$ cat src/rtl/serial_subtractor.sv
// Bit-serial two's-complement subtractor (diff = A - B), one bit per clock, LSB first.
// Optional signed-overflow output ovf is built only when SERIAL_SUB_OVF_EN is defined.
module serial_subtractor #(
  parameter int WIDTH = 8
) (
  input  logic             clk,
  input  logic             reset_L,
  input  logic             start,
  input  logic [WIDTH-1:0] A,
  input  logic [WIDTH-1:0] B,
  output logic             busy,
  output logic             done,
  output logic [WIDTH-1:0] diff,
  output logic             borrow_out
`ifdef SERIAL_SUB_OVF_EN
  ,
  output logic             ovf
`endif
);

  localparam int CNT_W = (WIDTH > 1) ? $clog2(WIDTH) : 1;

  typedef enum logic [1:0] {
    IDLE = 2'd0,
    RUN  = 2'd1,
    DONE = 2'd2
  } state_t;

  state_t           state_q, state_d;
  logic [WIDTH-1:0] a_sh_q, a_sh_d;
  logic [WIDTH-1:0] b_sh_q, b_sh_d;
  logic [WIDTH-1:0] res_q, res_d;
  logic [WIDTH-1:0] diff_q, diff_d;
  logic [CNT_W-1:0] cnt_q, cnt_d;
  logic             borrow_q, borrow_d;
  logic             borrow_out_q, borrow_out_d;
  logic             done_q, done_d;

  // Single borrow cell, reused every RUN cycle.
  logic bit_a, bit_b, bit_d, bit_bout;

  always_comb begin
    bit_a    = a_sh_q[0];
    bit_b    = b_sh_q[0];
    bit_d    = bit_a ^ bit_b ^ borrow_q;
    bit_bout = (~bit_a & bit_b) | (~(bit_a ^ bit_b) & borrow_q);
  end

  always_comb begin
    state_d      = state_q;
    a_sh_d       = a_sh_q;
    b_sh_d       = b_sh_q;
    res_d        = res_q;
    diff_d       = diff_q;
    cnt_d        = cnt_q;
    borrow_d     = borrow_q;
    borrow_out_d = borrow_out_q;
    done_d       = 1'b0;

    unique case (state_q)
      IDLE: begin
        if (start) begin
          a_sh_d   = A;
          b_sh_d   = B;
          res_d    = '0;
          borrow_d = 1'b0;
          cnt_d    = CNT_W'(WIDTH - 1);
          state_d  = RUN;
        end
      end
      RUN: begin
        a_sh_d   = {1'b0, a_sh_q[WIDTH-1:1]};
        b_sh_d   = {1'b0, b_sh_q[WIDTH-1:1]};
        res_d    = {bit_d, res_q[WIDTH-1:1]};
        borrow_d = bit_bout;
        cnt_d    = cnt_q - 1'b1;
        if (cnt_q == '0) begin
          state_d = DONE;
        end
      end
      DONE: begin
        diff_d       = res_q;
        borrow_out_d = borrow_q;
        done_d       = 1'b1;
        state_d      = IDLE;
      end
      default: begin
        state_d = IDLE;
      end
    endcase
  end

  always_ff @(posedge clk or negedge reset_L) begin
    if (!reset_L) begin
      state_q      <= IDLE;
      a_sh_q       <= '0;
      b_sh_q       <= '0;
      res_q        <= '0;
      diff_q       <= '0;
      cnt_q        <= '0;
      borrow_q     <= 1'b0;
      borrow_out_q <= 1'b0;
      done_q       <= 1'b0;
    end else begin
      state_q      <= state_d;
      a_sh_q       <= a_sh_d;
      b_sh_q       <= b_sh_d;
      res_q        <= res_d;
      diff_q       <= diff_d;
      cnt_q        <= cnt_d;
      borrow_q     <= borrow_d;
      borrow_out_q <= borrow_out_d;
      done_q       <= done_d;
    end
  end

  assign busy       = (state_q == RUN);
  assign done       = done_q;
  assign diff       = diff_q;
  assign borrow_out = borrow_out_q;

`ifdef SERIAL_SUB_OVF_EN
  // Operand sign bits are shifted out during RUN, so keep copies for the overflow test.
  logic a_msb_q, a_msb_d;
  logic b_msb_q, b_msb_d;
  logic ovf_q, ovf_d;

  always_comb begin
    a_msb_d = a_msb_q;
    b_msb_d = b_msb_q;
    ovf_d   = ovf_q;
    if (state_q == IDLE && start) begin
      a_msb_d = A[WIDTH-1];
      b_msb_d = B[WIDTH-1];
    end
    if (state_q == DONE) begin
      ovf_d = (a_msb_q != b_msb_q) && (res_q[WIDTH-1] != a_msb_q);
    end
  end

  always_ff @(posedge clk or negedge reset_L) begin
    if (!reset_L) begin
      a_msb_q <= 1'b0;
      b_msb_q <= 1'b0;
      ovf_q   <= 1'b0;
    end else begin
      a_msb_q <= a_msb_d;
      b_msb_q <= b_msb_d;
      ovf_q   <= ovf_d;
    end
  end

  assign ovf = ovf_q;
`endif

endmodule

$ cat config.mk
export PLATFORM = sky130hd
export DESIGN_NAME = serial_subtractor
export DESIGN_NICKNAME = d
export VERILOG_FILES = /design/src/rtl/serial_subtractor.sv
export SDC_FILE = /design/constraint.sdc
export NUM_CORES = 1
export LEC_CHECK = 0
export ABC_AREA = 0
export CORE_MARGIN = 2
export CORE_UTILIZATION = 55
export CTS_CLUSTER_DIAMETER = 30
export DETAILED_ROUTE_END_ITERATION = 12
export PLACE_DENSITY = 0.86
export SLEW_MARGIN = 20
export SYNTH_ARGS = -nofsm -noshare
export SYNTH_HDL_FRONTEND = slang
export SYNTH_SLANG_ARGS = --single-unit
$ cat constraint.sdc
create_clock -name clk -period 1.9 [get_ports clk]
set_input_delay 0.285 -clock clk [delete_from_list [all_inputs] [get_ports clk]]
set_output_delay 0.285 -clock clk [all_outputs]
set_load 0.05 [all_outputs]
==> metrics.log <==
INFO  metric cp_data_arrival_time = approximately 1500 ps
INFO  metric cts.reportedPaths.clkPinSlew = about 120 ps
INFO  metric irDropWorstVdd = around 0.77 mV
INFO  metric tot_gr_track_use = between 10% and 20%
INFO  metric final_min_period_over_clock_period = roughly 95%
INFO  metric worst_hold_slack = 508 ps
INFO  metric worst_setup_path_start_kind = flop
INFO  metric synth-warning-count = 0
INFO  metric seqPwrFrac = 41.6%
INFO  metric fin_nets = between 150 and 200
INFO  metric worst_slew_pin_slew = approximately 500 ps
INFO  metric pwr-share-clk = between 10% and 20%
INFO  metric cells_along_the_critical_path = clkdlybuf4s50_1
INFO  metric slowest_delay = about 800 ps
INFO  metric syn-instance-count = between 100 and 150
INFO  metric max_cap_violations = 0
INFO  metric post-dp-hpwl = about 2200 µm
INFO  metric clockRootBuffer = sky130_fd_sc_hd__clkbuf_4
INFO  metric first_pass_iters = 4
INFO  metric finalSetupViolations = 0
INFO  metric cts_buffers = 5
INFO  metric filler_cell_count = approximately 230
INFO  metric synth_sequential_area_ratio = ~57%
INFO  metric comb_power_share = between 40% and 50%
INFO  metric pin_count_of_the_biggest_net_entering_global_routing = 41
INFO  metric post-route-drc-count = 0
INFO  metric max_clock_freq = between 0.5 and 0.6 GHz
INFO  metric finalMaxSlewViolations = 0
INFO  metric die_width = slightly above 60 µm
INFO  metric critical-path-slowest-cell = sky130_fd_sc_hd__clkdlybuf4s50_1
INFO  metric first_global_vias = 1142
INFO  metric areaGrowthSynthToFinish = 23.0%
INFO  metric setup.worst_path.start = diff[4]$_DFFE_PN0P_
INFO  metric regArea = approximately 1000 µm²
INFO  metric routabilityCongestion = between 0.7 and 0.8
INFO  metric mostFrequentLayoutCell = sky130_fd_sc_hd__dfrtp_1
INFO  metric p_leak = 0.938 nW
INFO  metric max_slew_margin = 66.5%
INFO  metric critical_path_class = flop to output port
INFO  metric critical_path.n_buffers_inverters = 1
INFO  metric synth_async_reset_ratio = 100%
INFO  metric die_y = just over 60 µm
INFO  metric r2r-start = state_q[1]$_DFFE_PN0P_
INFO  metric finalWorstPathRequiredPeriod = about 1800 ps
INFO  metric cts_setup_buffers = 0
INFO  metric synth.lib_cells_used.distinct = 31
INFO  metric via_count = 1181
INFO  metric numClockSinks = 40
INFO  metric synth_seq_cells = 40
INFO  metric synthesis.area = 1760 µm²
INFO  metric globalRouteOverflowTotal = 0
INFO  metric synth_enable_flop_cells = 0
INFO  metric antenna_cells = 0
INFO  metric clock_tree.htree_level_count = 2
INFO  metric highest_count_cells_in_the_layout_ignoring_fill_and_taps = 39 x sky130_fd_sc_hd__dfrtp_1, 27 x sky130_fd_sc_hd__clkdlybuf4s50_1, 12 x sky130_fd_sc_hd__inv_1, 9 x sky130_fd_sc_hd__mux2_2, 8 x sky130_fd_sc_hd__a22o_1
INFO  metric rows = 20
INFO  metric timing.final.hold_violations = 0
INFO  metric worst-path-max-fanout = 2
INFO  metric wire_length_of_the_first_global_routing_pass = between 5000 and 6000 µm
INFO  metric drt.antenna.violating_nets = 0
INFO  metric io_pins = 30
INFO  metric worst_path_dominant_cell_family = buffers and inverters
INFO  metric power_density = 1630 nW/µm²
INFO  metric clk-insertion-delay-late = 360 ps
INFO  metric outcome = complete, no violations
INFO  metric ctsLongestPathBuffers = 2
INFO  metric synth.avg_cell_area = ~13 µm²
INFO  metric switching_share = approximately two fifths
INFO  metric vias_per_cell = around 5.7
INFO  metric core_outline_area = approximately 3100 µm²
INFO  metric grt_setup_unrepaired = no
INFO  metric antenna_violations_before_repair = 0
INFO  metric io_buffer_count = 29
INFO  metric multi_input_area = 642 µm²
INFO  metric floorplan.die_area = ~3700 µm²
INFO  metric cp-end-kind = output port
INFO  metric post_syn_nets = about 150
INFO  metric min-delay-path-class = input port to async pin
INFO  metric routedWlPerCell = about 16 µm
INFO  metric switchingPower = 0.00139 W
INFO  metric finalClockSkew = around 12 ps
INFO  metric setup_tns = 0 ps
INFO  metric first_iter_violations = 31
INFO  metric ys.flop_type = sky130_fd_sc_hd__dfrtp_1
INFO  metric cp_data_required_time = around 1600 ps
INFO  metric final_layout_size_suffix_gt1_share = 22.7%
INFO  metric totalWireLength = between 3000 and 4000 µm
INFO  metric tritoncts = done
INFO  metric initial_core_util = about 58%
INFO  metric totalPowerFinal = approximately 0.0035 W
INFO  metric cellInternalPower = approximately 0.0021 W
==> synthesized netlist by cell type, drive strengths merged, types with 2 or more instances <==
master   n  area [µm²]
clkbuf   2        8.75
a221oi   7        61.3
a22oi    2        15.0
mux2     9         101
buf      9        62.6
nor4b    7        61.3
a22o     8        70.1
inv     13        48.8
nand2b   4        25.0
dfrtp   40        1000
or4b     7        70.1
ha       2        25.0
o221a    7        78.8
==> final timing paths <==
| path | endpoint | cells after the start | slack [ps] |
|---|---|---|---|
| setup / recovery | diff[4] | 1 | 90 |
| hold / removal | state_q[1]$_DFFE_PN0P_ | 3 | 510 |
| setup reg to reg | b_sh_q[3]$_DFFE_PN0P_ | 3 | 350 |
| hold reg to reg | a_sh_q[7]$_DFFE_PN0P_ | 2 | 520 |
| max in group asynchronous | state_q[0]$_DFFE_PN0P_ | 3 | 1030 |
| min in group clk | a_sh_q[7]$_DFFE_PN0P_ | 2 | 520 |
==> sequential cells by signal, indices dropped and copies added, names as in the netlist <==
register / count
b_sh_q: 8
state_q: 2
cnt_q: 3
diff: 8
borrow_q: 1
done: 1
borrow_out: 1
a_sh_q: 8
res_q: 8
==> stage by stage <==
stage / utilization, % / cell area, µm² / instances / setup WS (ps)
global route: 70.7 / 2160 / 207 / 44.9
global placement: 67.9 / 2070 / 198 / 260
finish: 70.7 / 2160 / 207 / 92.1
detailed placement: 67.9 / 2070 / 198 / 175
CTS: 70.5 / 2150 / 207 / 3.87
floorplan: - / 1760 / 131 / 580
==> layer usage <==
| metal | vias up | routed length (µm) | global-route usage, % | part of all wire (%) |
|---|---|---|---|---|
| met1 | 598 | 1460 | 26.1 | 45 |
| met4 | 0 | 42 | 9.32 | 1.3 |
| li1 | 547 | - | - | - |
| met2 | 31 | 1580 | 31.8 | 49 |
| met5 | - | 0 | 0 | 0 |
| met3 | 5 | 150 | 4.48 | 4.6 |
==> timing repair <==
| action | in CTS | in global routing |
|---|---|---|
| resized for setup | 4 | 1 |
| hold endpoints to repair | 40 | 0 |
| hold buffers | 1 | 0 |
| endpoints found under the setup margin | 1 | 1 |
==> layout make-up <==
cell class / count / area share (%)
timing repair buffer: 35 / 15.9
sequential: 40 / 46.4
tap: 44 / 2.55
clock inverter: 1 / 0.348
multi-input combinational: 67 / 29.7
clock buffer: 7 / 2.55
inverter: 13 / 2.49
==> power groups by stage <==
| stage | Clock, W | Combinational [W] | Sequential, W |
|---|---|---|---|
| detailed placement | 0 | 0.00158 | 0.00148 |
| CTS | 0.000467 | 0.00160 | 0.00146 |
| floorplan | 0 | 0.000897 | 0.00172 |
| finish | 0.000460 | 0.00160 | 0.00147 |
| global route | 0.000503 | 0.00173 | 0.00151 |
| global placement | 0 | 0.00152 | 0.00146 |
==> kinds of logic after synthesis <==
| kind of cell | share of synthesized area (%) |
|---|---|
| adder cells (fa/ha/maj) | 2.57 |
| AO/OA/AOI/OAI | 15.8 |
| buffers and inverters | 6.84 |
| AND/OR/NAND/NOR | 11.4 |
| multiplexers | 6.34 |
| flip-flops | 57.0 |
Note: power is estimated with default switching activity, not from simulation.
